--- config.mk ---
export PLATFORM = sky130hd
export DESIGN_NAME = uart_rx_fifo_stat_flat
export DESIGN_NICKNAME = d
export VERILOG_FILES = /design/src/rtl/uart_rx_fifo_stat_if.sv /design/src/rtl/uart_rx_fifo_stat.sv /design/src/flat_wrapper.sv
export SDC_FILE = /design/constraint.sdc
export NUM_CORES = 1
export LEC_CHECK = 0
export BUFFER_PORTS_ARGS = -buffer_cell sky130_fd_sc_hd__clkbuf_2
export CAP_MARGIN = 0
export CORE_MARGIN = 5
export CORE_UTILIZATION = 40
export DETAILED_ROUTE_END_ITERATION = 8
export PLACE_DENSITY = 0.54
export SETUP_SLACK_MARGIN = 0.4
export SLEW_MARGIN = 30
export SYNTH_ARGS = -nofsm -noshare
export SYNTH_HDL_FRONTEND = slang
export SYNTH_SLANG_ARGS = --single-unit
--- constraint.sdc ---
create_clock -name DSP_CLK -period 3.6 [get_ports DSP_CLK]
set_clock_uncertainty 0.2 [all_clocks]
set_input_delay 0.36 -clock DSP_CLK [delete_from_list [all_inputs] [get_ports DSP_CLK]]
set_output_delay 0.36 -clock DSP_CLK [all_outputs]
set_load 0.05 [all_outputs]
--- src/rtl/uart_rx_fifo_stat_if.sv ---
// Signal bundle between the UART byte assembler / DSP read port and the RX FIFO.
// The master modport drives the stimulus side; the slave modport is the FIFO.
interface uart_rx_fifo_stat_if;
    logic       RX_WR;
    logic [7:0] RX_DATA;
    logic       RX_PERR;
    logic       RX_FERR;
    logic       RD_POP;
    logic       FIFO_CLR;
    logic       ERR_CLR;
    logic       CHAR_TICK;
    logic [7:0] RD_DATA;
    logic       RxFIFO_Empty;
    logic       RxFIFO_L2_Full;
    logic       RxFIFO_L4_Full;
    logic       RxFIFO_L8_Full;
    logic       RxFIFO_L12_Full;
    logic       RxFIFO_L14_Full;
    logic       RxFIFO_Full;
    logic       OverrunError;
    logic       ParityError;
    logic       FrameError;
    logic       RxTimeOut;

    modport master (
        output RX_WR, RX_DATA, RX_PERR, RX_FERR, RD_POP, FIFO_CLR, ERR_CLR, CHAR_TICK,
        input  RD_DATA, RxFIFO_Empty, RxFIFO_L2_Full, RxFIFO_L4_Full, RxFIFO_L8_Full,
               RxFIFO_L12_Full, RxFIFO_L14_Full, RxFIFO_Full, OverrunError,
               ParityError, FrameError, RxTimeOut
    );

    modport slave (
        input  RX_WR, RX_DATA, RX_PERR, RX_FERR, RD_POP, FIFO_CLR, ERR_CLR, CHAR_TICK,
        output RD_DATA, RxFIFO_Empty, RxFIFO_L2_Full, RxFIFO_L4_Full, RxFIFO_L8_Full,
               RxFIFO_L12_Full, RxFIFO_L14_Full, RxFIFO_Full, OverrunError,
               ParityError, FrameError, RxTimeOut
    );
endinterface

--- src/rtl/uart_rx_fifo_stat.sv ---
// UART receive FIFO with level thresholds, sticky overrun and character-time RX timeout.
// Define UART_RX_ERR_TAG_EN to store per-byte parity/framing tags alongside the data.
module uart_rx_fifo_stat #(
    parameter int DEPTH    = 16,
    parameter int TO_CHARS = 4
) (
    input  logic               DSP_CLK,
    input  logic               RESETn,
    uart_rx_fifo_stat_if.slave bus
);
    localparam int AW = $clog2(DEPTH);
    localparam int LW = AW + 1;
    localparam int CW = $clog2(TO_CHARS + 1);
    localparam int THR [5] = '{2, 4, 8, 12, 14};

`ifdef UART_RX_ERR_TAG_EN
    localparam int EW = 10;
`else
    localparam int EW = 8;
`endif

    logic [EW-1:0] mem [DEPTH];
    logic [EW-1:0] entry;
    logic [EW-1:0] head;

    logic [AW-1:0] wr_ptr_reg, wr_ptr_next;
    logic [AW-1:0] rd_ptr_reg, rd_ptr_next;
    logic [LW-1:0] level_reg, level_next;
    logic [CW-1:0] cnt_reg, cnt_next;
    logic          empty_reg, full_reg, overrun_reg;
    logic [4:0]    lx_reg, lx_next;
    logic          do_push, do_pop, overrun_set;

    // A pop while full frees the slot the simultaneous push needs, so no overrun then.
    always_comb begin
        do_pop      = bus.RD_POP && !empty_reg;
        do_push     = bus.RX_WR && (!full_reg || do_pop);
        overrun_set = bus.RX_WR && full_reg && !bus.RD_POP;
        wr_ptr_next = wr_ptr_reg + AW'(do_push);
        rd_ptr_next = rd_ptr_reg + AW'(do_pop);
        level_next  = level_reg + LW'(do_push) - LW'(do_pop);
        if (bus.FIFO_CLR) begin
            wr_ptr_next = '0;
            rd_ptr_next = '0;
            level_next  = '0;
        end
    end

    always_comb begin
        cnt_next = cnt_reg;
        if (do_push || do_pop || bus.FIFO_CLR || empty_reg)
            cnt_next = '0;
        else if (bus.CHAR_TICK && cnt_reg != CW'(TO_CHARS))
            cnt_next = cnt_reg + CW'(1);
    end

    generate
        for (genvar gi = 0; gi < 5; gi++) begin : g_thr
            assign lx_next[gi] = (level_next >= LW'(THR[gi]));
        end
    endgenerate

    always_ff @(posedge DSP_CLK or negedge RESETn) begin
        if (!RESETn) begin
            wr_ptr_reg  <= '0;
            rd_ptr_reg  <= '0;
            level_reg   <= '0;
            cnt_reg     <= '0;
            empty_reg   <= 1'b1;
            full_reg    <= 1'b0;
            lx_reg      <= '0;
            overrun_reg <= 1'b0;
        end else begin
            wr_ptr_reg  <= wr_ptr_next;
            rd_ptr_reg  <= rd_ptr_next;
            level_reg   <= level_next;
            cnt_reg     <= cnt_next;
            empty_reg   <= (level_next == '0);
            full_reg    <= (level_next == LW'(DEPTH));
            lx_reg      <= lx_next;
            if (overrun_set)
                overrun_reg <= 1'b1;
            else if (bus.ERR_CLR)
                overrun_reg <= 1'b0;
        end
    end

    // Storage is deliberately left out of reset so it maps onto plain RAM.
    always_ff @(posedge DSP_CLK) begin
        if (do_push && !bus.FIFO_CLR)
            mem[wr_ptr_reg] <= entry;
    end

    assign head = mem[rd_ptr_reg];

`ifdef UART_RX_ERR_TAG_EN
    assign entry           = {bus.RX_FERR, bus.RX_PERR, bus.RX_DATA};
    assign bus.ParityError = !empty_reg && head[8];
    assign bus.FrameError  = !empty_reg && head[9];
`else
    logic unused_tags;
    assign entry           = bus.RX_DATA;
    assign unused_tags     = bus.RX_PERR ^ bus.RX_FERR;
    assign bus.ParityError = 1'b0;
    assign bus.FrameError  = 1'b0;
`endif

    assign bus.RD_DATA         = empty_reg ? 8'h00 : head[7:0];
    assign bus.RxFIFO_Empty    = empty_reg;
    assign bus.RxFIFO_L2_Full  = lx_reg[0];
    assign bus.RxFIFO_L4_Full  = lx_reg[1];
    assign bus.RxFIFO_L8_Full  = lx_reg[2];
    assign bus.RxFIFO_L12_Full = lx_reg[3];
    assign bus.RxFIFO_L14_Full = lx_reg[4];
    assign bus.RxFIFO_Full     = full_reg;
    assign bus.OverrunError    = overrun_reg;
    assign bus.RxTimeOut       = (cnt_reg == CW'(TO_CHARS)) && !empty_reg;
endmodule
--- src/flat_wrapper.sv ---
// flat-port wrapper written by rule: the top's interface ports become plain ports
module uart_rx_fifo_stat_flat 
#(
    parameter int DEPTH    = 16,
    parameter int TO_CHARS = 4
)
  (DSP_CLK, RESETn, bus_RX_WR, bus_RX_DATA, bus_RX_PERR, bus_RX_FERR, bus_RD_POP, bus_FIFO_CLR, bus_ERR_CLR, bus_CHAR_TICK, bus_RD_DATA, bus_RxFIFO_Empty, bus_RxFIFO_L2_Full, bus_RxFIFO_L4_Full, bus_RxFIFO_L8_Full, bus_RxFIFO_L12_Full, bus_RxFIFO_L14_Full, bus_RxFIFO_Full, bus_OverrunError, bus_ParityError, bus_FrameError, bus_RxTimeOut);
  uart_rx_fifo_stat_if bus_i ();
  input  logic DSP_CLK;
  input  logic RESETn;
  input wire logic [$bits(bus_i.RX_WR)-1:0] bus_RX_WR;
  input wire logic [$bits(bus_i.RX_DATA)-1:0] bus_RX_DATA;
  input wire logic [$bits(bus_i.RX_PERR)-1:0] bus_RX_PERR;
  input wire logic [$bits(bus_i.RX_FERR)-1:0] bus_RX_FERR;
  input wire logic [$bits(bus_i.RD_POP)-1:0] bus_RD_POP;
  input wire logic [$bits(bus_i.FIFO_CLR)-1:0] bus_FIFO_CLR;
  input wire logic [$bits(bus_i.ERR_CLR)-1:0] bus_ERR_CLR;
  input wire logic [$bits(bus_i.CHAR_TICK)-1:0] bus_CHAR_TICK;
  output wire logic [$bits(bus_i.RD_DATA)-1:0] bus_RD_DATA;
  output wire logic [$bits(bus_i.RxFIFO_Empty)-1:0] bus_RxFIFO_Empty;
  output wire logic [$bits(bus_i.RxFIFO_L2_Full)-1:0] bus_RxFIFO_L2_Full;
  output wire logic [$bits(bus_i.RxFIFO_L4_Full)-1:0] bus_RxFIFO_L4_Full;
  output wire logic [$bits(bus_i.RxFIFO_L8_Full)-1:0] bus_RxFIFO_L8_Full;
  output wire logic [$bits(bus_i.RxFIFO_L12_Full)-1:0] bus_RxFIFO_L12_Full;
  output wire logic [$bits(bus_i.RxFIFO_L14_Full)-1:0] bus_RxFIFO_L14_Full;
  output wire logic [$bits(bus_i.RxFIFO_Full)-1:0] bus_RxFIFO_Full;
  output wire logic [$bits(bus_i.OverrunError)-1:0] bus_OverrunError;
  output wire logic [$bits(bus_i.ParityError)-1:0] bus_ParityError;
  output wire logic [$bits(bus_i.FrameError)-1:0] bus_FrameError;
  output wire logic [$bits(bus_i.RxTimeOut)-1:0] bus_RxTimeOut;
  assign bus_i.RX_WR = bus_RX_WR;
  assign bus_i.RX_DATA = bus_RX_DATA;
  assign bus_i.RX_PERR = bus_RX_PERR;
  assign bus_i.RX_FERR = bus_RX_FERR;
  assign bus_i.RD_POP = bus_RD_POP;
  assign bus_i.FIFO_CLR = bus_FIFO_CLR;
  assign bus_i.ERR_CLR = bus_ERR_CLR;
  assign bus_i.CHAR_TICK = bus_CHAR_TICK;
  assign bus_RD_DATA = bus_i.RD_DATA;
  assign bus_RxFIFO_Empty = bus_i.RxFIFO_Empty;
  assign bus_RxFIFO_L2_Full = bus_i.RxFIFO_L2_Full;
  assign bus_RxFIFO_L4_Full = bus_i.RxFIFO_L4_Full;
  assign bus_RxFIFO_L8_Full = bus_i.RxFIFO_L8_Full;
  assign bus_RxFIFO_L12_Full = bus_i.RxFIFO_L12_Full;
  assign bus_RxFIFO_L14_Full = bus_i.RxFIFO_L14_Full;
  assign bus_RxFIFO_Full = bus_i.RxFIFO_Full;
  assign bus_OverrunError = bus_i.OverrunError;
  assign bus_ParityError = bus_i.ParityError;
  assign bus_FrameError = bus_i.FrameError;
  assign bus_RxTimeOut = bus_i.RxTimeOut;
  uart_rx_fifo_stat #(.DEPTH(DEPTH), .TO_CHARS(TO_CHARS)) u_core (.DSP_CLK(DSP_CLK), .RESETn(RESETn), .bus(bus_i));
endmodule
After elaboration in Yosys (flattened, before gate mapping)
Memories as Yosys holds them, arrays and structs flattened.
Index checks and enable logic that the tools add are counted.
{ "word_totals": {"ff_bits": 24, "ramBits": 128, "inputBits": 17, "out_inout_bits": 19, "elab_cells": 50, "n_memories": 1} }
{ "classes": {"addsub": 5, "order_cmp": 5, "n_eq_ne": 3, "n_mux": 10, "n_reduce_logical": 18} }
{ "memory_table": {"columns": ["name", "depth", "width", "rd", "rd_clocked_by_memory_dff", "write_ports", "line_no", "rtl"], "rows": [
  ["u_core.mem", 16, 8, 1, 0, 1, "uart_rx_fifo_stat.sv:22", "logic [EW-1:0] mem [DEPTH];"]
]} }
{ "op_table": {"columns": ["op", "count"], "rows": [
  ["greater-or-equal comparator 5 x 4 -> 1 bit (second input constant)", 3],
  ["adder 4 x 1 -> 4 bit", 2],
  ["two-way mux 4 bit", 2],
  ["two-way mux 8 bit", 1],
  ["logical AND 1 bit", 7],
  ["two-way mux 3 bit", 2],
  ["adder 5 x 1 -> 5 bit", 1],
  ["equality test 5 bit (second input constant)", 1],
  ["greater-or-equal comparator 5 x 2 -> 1 bit (second input constant)", 1],
  ["greater-or-equal comparator 5 x 3 -> 1 bit (second input constant)", 1],
  ["zero test 5 bit", 1],
  ["two-way mux 5 bit", 1],
  ["subtractor 5 x 1 -> 5 bit", 1],
  ["zero test 1 bit", 4],
  ["logical OR 1 bit", 4],
  ["two-way mux 1 bit", 4],
  ["nonzero test 2 bit", 2],
  ["adder 3 x 1 -> 3 bit (second input constant)", 1],
  ["equality test 3 bit (second input constant)", 1],
  ["inequality test 3 bit (second input constant)", 1]
]} }

Depth between registers and ports, before layout
Gate-level depths: netlist of run 1.
{ "logic_depth": {"ltp_word": 8, "ltp_mapped": 10, "depth_no_buf": 10} }

Least setup slack after synthesis of run 1
Ideal clock, no wire load.
{ "synth_path": {"kind": "register to register", "from": "register u_core.empty_reg, in the netlist u_core.bus.RxFIFO_Empty", "to": "register u_core.lx_reg[0]", "setup_ns": 0.138, "arrival_time_ns": 2.907, "required_ns": 3.262, "slack_ns": 0.354, "stages_incl_launch_ff": 11, "path_buffers": 0, "period_less_slack_ns": 3.246, "cell_sequence": "dfstp_2 -> nand2b_4 -> or2_2 -> nand2_1 -> ha_1 -> fa_1 -> a21o_1 -> a21oi_2 -> mux2i_4 -> inv_2 -> or4_1"} }
{ "synth_via": {"elab_chain_cells": 8} }
{ "synth_lines": {"columns": ["item", "line_no", "rtl"], "rows": [
  ["from (decl)", "uart_rx_fifo_stat.sv:30", "logic empty_reg, full_reg, overrun_reg;"],
  ["from (signal assigned)", "uart_rx_fifo_stat.sv:78", "empty_reg <= (level_next == '0);"],
  ["zero test 1 bit *", "uart_rx_fifo_stat.sv:36", "do_pop = bus.RD_POP && !empty_reg;"],
  ["logical AND 1 bit *", "uart_rx_fifo_stat.sv:36", null],
  ["logical OR 1 bit", "uart_rx_fifo_stat.sv:37", "do_push = bus.RX_WR && (!full_reg || do_pop);"],
  ["logical AND 1 bit", "uart_rx_fifo_stat.sv:37", null],
  ["adder 5 x 1 -> 5 bit", "uart_rx_fifo_stat.sv:41", "level_next = level_reg + LW'(do_push) - LW'(do_pop);"],
  ["subtractor 5 x 1 -> 5 bit *", "uart_rx_fifo_stat.sv:41", null],
  ["two-way mux 5 bit *", "uart_rx_fifo_stat.sv:42", "if (bus.FIFO_CLR) begin"],
  ["via u_core.level_next[4]", "uart_rx_fifo_stat.sv:28", "logic [LW-1:0] level_reg, level_next;"],
  ["greater-or-equal comparator 5 x 2 -> 1 bit *", "uart_rx_fifo_stat.sv:59", "assign lx_next[gi] = (level_next >= LW'(THR[gi]));"],
  ["via u_core.lx_next[0]", "uart_rx_fifo_stat.sv:31", "logic [4:0] lx_reg, lx_next;"],
  ["to (signal assigned)", "uart_rx_fifo_stat.sv:80", "lx_reg <= lx_next;"],
  ["to (decl)", "uart_rx_fifo_stat.sv:31", null]
]} }
Mark *: on every way through the listed nets, which the timed path passes. The rest lies on a longest branch.
A chain may end at the register's enable or synchronous reset.

Worst setup path after layout of run 1
Same ends and word-level chain as after synthesis.

==> results.json, run 1 <==
{
  "path_delay_family": "simple AND/OR/NAND/NOR gates",
  "drv_cap": 0,
  "cts_buffers": 17,
  "ys.flop_type": "edfxtp_1",
  "routed_wl_um": 11900,
  "final_layout_size_suffix_gt1_share_pct": 29.3,
  "hold_path_end": "u_core.bus.OverrunError$_DFFE_PN0P_",
  "grt_pass1_wl_um": 18700,
  "peakVddDrop_v": 0.000515,
  "yosysMostFrequentCell": "edfxtp_1",
  "clock-root-buffer": "clkbuf_16",
  "die_w_um": 135,
  "wl_per_cell_um": 19.7,
  "rrSetupSlack_ns": 0.50,
  "syn_area_per_cell_um2": 18.2,
  "clk_path_buf_depth": 2,
  "tightest_slew_ns": 0.597,
  "antenna_found_initial": 0,
  "start_util_pct": 40.9,
  "synth.area.top_cells": "edfxtp_1 62%, mux4_2 10%, dfrtp_1 9.3%",
  "cts_tree": "built",
  "power.leakage_nw": 2.59,
  "status": "finished, final reports clean",
  "firstDrtPassIters": 5,
  "rows": 45,
  "worstSetupStartpointType": "flop",
  "rsz0062_at_grt": "false",
  "syn_to_final_growth_pct": 17.7,
  "htreeDepth": 4,
  "powerDensity_mw_per_mm2": 685,
  "synth-xor-area-share_pct": 0.986,
  "synthArstFlopShare_pct": 15.8,
  "timing.rr.start": "u_core.bus.RxFIFO_Empty$_DFF_PN1_",
  "syn_area_mm2": 0.00622,
  "synthCells": 341,
  "cp_data_required_time_ns": 3.68,
  "globalplace.congestion": 0.734,
  "finalSetupTns_ns": 0,
  "yosys-mux-area-fraction_pct": 13.7,
  "grt-ovfl-total": 0,
  "synth_cell_type_count": 47,
  "path_buf_inv": 1,
  "r2r_cells": 10,
  "arrival_ns": 3.18,
  "startpoint": "u_core.bus.RxFIFO_Empty$_DFF_PN1_",
  "dieHeight_um": 135,
  "io_buffers": 31,
  "cts_sinks": 152,
  "place_hpwl_um": 7730,
  "path_clk_slew_ns": 0.06,
  "relSlewSlack_pct": 60.2,
  "fmax_mhz": 323,
  "grtUsageMet1_pct": 17.3,
  "worstPathMaxFanout": 5,
  "finalCritPeriodShare_pct": 86.0,
  "slowest_stage": "dfstp_4",
  "grtUsageTotal_pct": 14.2,
  "clock_latency_ns": 0.41,
  "synth_fa_ha_area_share_pct": 2.33,
  "yosysTopAreaCell": "edfxtp_1",
  "grt_most_used_layer": "met2",
  "worst_setup_path_end_kind": "flop",
  "use_met3_pct": 4.58,
  "synth_simple_gate_area_share_pct": 5.86,
  "post-route-drc-count": 0,
  "path_cells": "nand2b_4 > or2_2 > nand2_1 > ha_1 > fa_2 > a21o_1 > a21oi_2 > mux2i_4 > inv_2 > or4_1",
  "grt_max_degree": 25,
  "finish.utilization_pct": 48.1,
  "yosysSeqAreaShare_pct": 71.5,
  "io_pins": 36,
  "synth_enable_flop_cells": 128,
  "finalMaxSlewViolations": 0,
  "cpPeakStageDelay_ns": 0.62,
  "final-setup-viol-count": 0,
  "hold_depth": 3,
  "core-area_mm2": 0.0152,
  "synth_top_family_by_area": "multiplexers",
  "ant_nets": 0,
  "yosys_warnings": 0,
  "viasPerCell": 5.17,
  "drt_iter0_markers": 230,
  "hold_class": "in -> reg",
  "hold_viol": 0,
  "use_met2_pct": 23.9,
  "die_area_mm2": 0.0181,
  "critPathKind": "reg -> reg",
  "num-nets-final": 431,
  "crit-reg2reg-capture": "u_core.lx_reg[0]$_DFF_PN0_",
  "via_count": 3122,
  "final.min_clock_period_ns": 3.10,
  "worstHoldStart": "bus_RX_WR",
  "synth-compound-area-share_pct": 3.12,
  "yosysTopAreaCellShare_pct": 61.8,
  "diodes": 0,
  "synth-seq-cells": 152,
  "yosys-top-cells-count": "128 x edfxtp_1, 28 x mux4_2, 25 x nor2_1, 23 x dfrtp_1, 17 x mux2i_1",
  "largest_reg_flops": 128,
  "grt_pass1_vias": 3310
}
==> layout by cell type (no fill, tap or decap), types with 3 or more instances in the layout <==
cell type	synthesis	routed
a21oi_1	4	4
a221o_1	3	3
a22o_1	3	3
a22oi_1	3	3
and3_1	3	3
buf_4	4	23
bufinv_16	0	3
clkbuf_16	0	17
clkbuf_2	0	31
clkinv_1	0	3
dfrtp_1	23	22
edfxtp_1	128	128
ha_1	10	10
inv_1	10	10
inv_6	0	4
mux2i_1	17	17
mux4_2	28	28
nand2_1	7	7
nand2b_1	3	3
nand3_1	3	3
nand3b_1	3	3
nor2_1	25	25
nor2b_1	9	9
nor3_1	8	8
o21ai_0	4	4
o22ai_1	5	5
xnor2_1	5	5
==> worst max path at each step <==
stage                                  to  cells past startpoint  slack (ns)
2_1_floorplan  u_core.lx_reg[0]$_DFF_PN0_                     10        0.41
3_3_place_gp   u_core.lx_reg[0]$_DFF_PN0_                     10        0.39
3_5_place_dp   u_core.lx_reg[0]$_DFF_PN0_                     10        0.36
4_1_cts        u_core.lx_reg[0]$_DFF_PN0_                     10        0.39
5_1_grt        u_core.lx_reg[0]$_DFF_PN0_                     10        0.41
6_report       u_core.lx_reg[0]$_DFF_PN0_                     10        0.50
==> logic make-up after synthesis <==
group / after synthesis
DFF: 152
and+or+nand+nor: 70
muxes: 47
AOI/OAI and AO/OA: 27
buffers and inverters: 26
adders and majority gates: 11
xor gates and xnor gates: 7
other: 1
==> worst register-to-register path: cells and delay by family (launching register included) <==
kind	cells	cell delay, ns
mux	1	0.27
simple gates	4	0.87
compound gates	2	0.38
fa+ha+maj	2	0.57
buf+inv	1	0.06
flops	1	0.62
==> area by class of cell <==
type | count | area, µm²
Fill cell | 1302 | 7880
Sequential cell | 152 | 4450
Multi-Input combinational cell | 164 | 1620
Clock buffer | 17 | 425
Timing Repair Buffer | 57 | 368
Tap cell | 188 | 235
Clock inverter | 15 | 173
Inverter | 11 | 41.3
==> through the flow <==
stage	std cells	power (W)	setup WS [ns]	instance area (µm²)	hold WS, ns
finish	604	0.00501	0.502	7320	0.0217
global route	604	0.00525	0.415	7320	0.00890
CTS	601	0.00505	0.394	7290	0.00891
detailed placement	566	0.00323	0.356	6670	0.202
global placement	566	0.00322	0.393	6670	0.198
floorplan	342	0.00298	0.411	6230	-0.136
==> timing repair <==
action | in CTS | in global routing
setup buffers | 1 | 3
endpoints found under the hold margin | 24 | 0
gates resized for setup | 1 | 1
hold buffers | 2 | 0
endpoints found under the setup margin | 7 | 1
pin swaps | 0 | 1
==> report_power, final <==
group | switching (W) | total, W | internal [W]
clock network | 0.000694 | 0.00179 | 0.00109
registers | 0.0000715 | 0.00208 | 0.00201
logic | 0.000688 | 0.00115 | 0.000459
total | 0.00145 | 0.00501 | 0.00356
==> per-layer routing <==
metal | vias to the layer above | wire length [µm] | part of all wire (%)
li1 | 1465 | - | -
met5 | - | 0 | 0
met1 | 1583 | 5090 | 43
met4 | 0 | 108 | 0.91
met3 | 7 | 550 | 4.6
met2 | 67 | 6170 | 52
No activity file was read; power rests on OpenSTA's default activity.
==> run 2: changes to the inputs <==
- ABC_AREA: default -> 1
==> run 2 against run 1 <==
Compared with the run above: combinational power is 7% higher; sequential share of layout area is 2.3 points lower; design area is 3.7% higher.
==> results.json, run 2 <==
{
  "status": "finished, final reports clean",
  "clock_latency_ns": 0.41,
  "grt_max_degree": 66,
  "cp_data_required_time_ns": 3.04,
  "final.min_clock_period_ns": 3.04,
  "yosysSeqAreaShare_pct": 65.9,
  "synthCells": 660,
  "hold_class": "in -> reg",
  "tightest_slew_ns": 0.926,
  "yosys_warnings": 0,
  "clk_path_buf_depth": 2,
  "diodes": 0,
  "grtUsageTotal_pct": 15.6,
  "antenna_found_initial": 0,
  "syn_area_mm2": 0.00675,
  "fill_cells": 1566,
  "start_util_pct": 40.7,
  "path_cells": "clkinv_2 > buf_4 > nand2_1 > nand2_1 > nand2_1 > nand3_1 > nand3_1 > a21oi_1 > clkbuf_2",
  "core-area_mm2": 0.0166,
  "cts_tree": "built",
  "grt-ovfl-total": 0,
  "worst_setup_path_end_kind": "output pin",
  "path_common_cell": "nand2_1",
  "num-nets-final": 718,
  "rows": 47,
  "slowest_stage": "dfrtp_2",
  "cts_buffers": 17,
  "worstPathMaxFanout": 28,
  "syn_area_per_cell_um2": 10.2,
  "viasPerCell": 4.78,
  "synth.area.top_cells": "edfxtp_1 57%, nand2_1 12%, dfrtp_1 8.5%",
  "io_buffers": 31,
  "path_clk_slew_ns": 0.06,
  "finalCritPeriodShare_pct": 84.4,
  "dieHeight_um": 140,
  "ant_nets": 0,
  "yosysMostFrequentCell": "nand2_1",
  "io_pins": 36,
  "final_cell_mix": "213 x nand2_1, 128 x edfxtp_1, 93 x inv_1",
  "syn_to_final_growth_pct": 12.6,
  "critPathKind": "reg -> out",
  "drt_iter0_markers": 277,
  "peakVddDrop_v": 0.000413,
  "final_layout_size_suffix_gt1_share_pct": 10.4,
  "synth_cell_type_count": 27,
  "routed_wl_um": 14600,
  "mostFrequentLayoutCell": "nand2_1",
  "powerDensity_mw_per_mm2": 647,
  "hold_viol": 0,
  "firstDrtPassIters": 5,
  "relSlewSlack_pct": 38.1,
  "finish.utilization_pct": 45.8,
  "rsz0062_at_grt": "false",
  "drv_cap": 0,
  "synth_enable_flop_cells": 128,
  "grt_pass1_wl_um": 23100,
  "wl_per_cell_um": 15.8,
  "globalplace.congestion": 0.822,
  "cpPeakStageDelay_ns": 0.42,
  "yosysTopAreaCell": "edfxtp_1",
  "power.leakage_nw": 3.25,
  "die_w_um": 140,
  "path_delay_family": "buffers and inverters",
  "synthArstFlopShare_pct": 15.8,
  "yosys-top-cells-count": "213 x nand2_1, 128 x edfxtp_1, 93 x inv_1, 91 x nand3_1, 30 x nor2_1",
  "path_buf_inv": 3,
  "final-setup-viol-count": 0,
  "finalMaxSlewViolations": 0,
  "largest_reg_flops": 128,
  "yosysTopAreaCellShare_pct": 57.0,
  "arrival_ns": 2.48,
  "finalSetupTns_ns": 0,
  "via_count": 4414,
  "grt_pass1_vias": 4338,
  "htreeDepth": 4,
  "synth-seq-cells": 152,
  "fmax_mhz": 329,
  "rrSetupSlack_ns": 0.84,
  "place_hpwl_um": 9140,
  "ys.flop_type": "edfxtp_1",
  "post-route-drc-count": 0,
  "die_area_mm2": 0.0196,
  "worstSetupStartpointType": "flop",
  "clock-root-buffer": "clkbuf_16",
  "cts_sinks": 152
}
-- run 2: cell count changes after synthesis, moves of 4 or more --
cell and delta:
inv_1 +83, nor2_1 +5, nand2_1 +206, nor3_1 -4, a21oi_1 +9, nand3_1 +88
mux4_2 -28, mux2i_1 -17, nor2b_1 -9, o22ai_1 -5, buf_2 +9, buf_6 +4
nand3_2 +4
-- run 2: worst min-delay path, stage by stage --
cell	delay, ns
clkbuf_2	0.10
nand3_1	0.07
o21ai_0	0.07
-- run 2: cell families (layout without fill, tap and decap cells) --
family          count (synthesis)  after routing  share of synthesized area (%)
compound gates                 20             20                           1.48
xor+xnor                        4              4                          0.519
fa+ha+maj                      11             11                           2.15
buf+inv                       125            167                           8.18
flops                         152            152                           65.9
other cells                     1              2                         0.0556
simple gates                  347            347                           21.7
-- run 2: final cells by class --
class | count | area [µm²] | area share, %
Sequential cell | 152 | 4450 | 58.6
Inverter | 97 | 365 | 4.81
Clock buffer | 29 | 522 | 6.87
Timing Repair Buffer | 38 | 216 | 2.85
Clock inverter | 3 | 15.0 | 0.198
Tap cell | 220 | 275 | 3.63
Multi-Input combinational cell | 384 | 1750 | 23.1
-- run 2: through the flow --
step | area, µm² | cells | worst slack, ns | hold slack [ns] | power (W)
4_1_cts | 7590 | 923 | 0.469 | 0.0155 | 0.00495
5_1_grt | 7590 | 923 | 0.400 | 0.0529 | 0.00518
6_report | 7590 | 923 | 0.562 | 0.0238 | 0.00491
3_3_place_gp | 7030 | 889 | 0.873 | 0.189 | 0.00332
2_1_floorplan | 6750 | 661 | 1.08 | -0.136 | 0.00305
3_5_place_dp | 7030 | 889 | 0.837 | 0.210 | 0.00334
-- run 2: layer usage --
metal  vias to the layer above  routed length (µm)  global-route usage [%]
li1                       2200                   -                       -
met4                         0                 297                    5.66
met1                      2086                6650                    20.5
met5                         -                   0                       0
met3                        21                 718                    3.77
met2                       107                6960                    25.1
-- run 2: where the power goes --
group	internal (W)	switching (W)
logic	0.000317	0.000909
clock network	0.000975	0.000636
registers	0.00201	0.0000634
total	0.00330	0.00161
-- run 2: what timing repair did --
action,CTS,global route
hold buffers,2,0
buffers inserted,0,0
hold endpoints to repair,24,0
setup endpoints to repair,0,5
gates resized for setup,0,2
-- run 2: final timing paths --
kind,cells past startpoint,start,to
max,9,u_core.rd_ptr_reg[0]$_DFF_PN0_,bus_RD_DATA[3]
min,3,bus_RX_WR,u_core.bus.OverrunError$_DFFE_PN0P_
max reg2reg,14,u_core.bus.RxFIFO_Empty$_DFF_PN1_,u_core.bus.RxFIFO_Empty$_DFF_PN1_
min reg2reg,2,u_core.bus.OverrunError$_DFFE_PN0P_,u_core.bus.OverrunError$_DFFE_PN0P_
max in group asynchronous,2,RESETn,u_core.rd_ptr_reg[0]$_DFF_PN0_
min in group asynchronous,2,RESETn,u_core.cnt_reg[0]$_DFFE_PN0P_
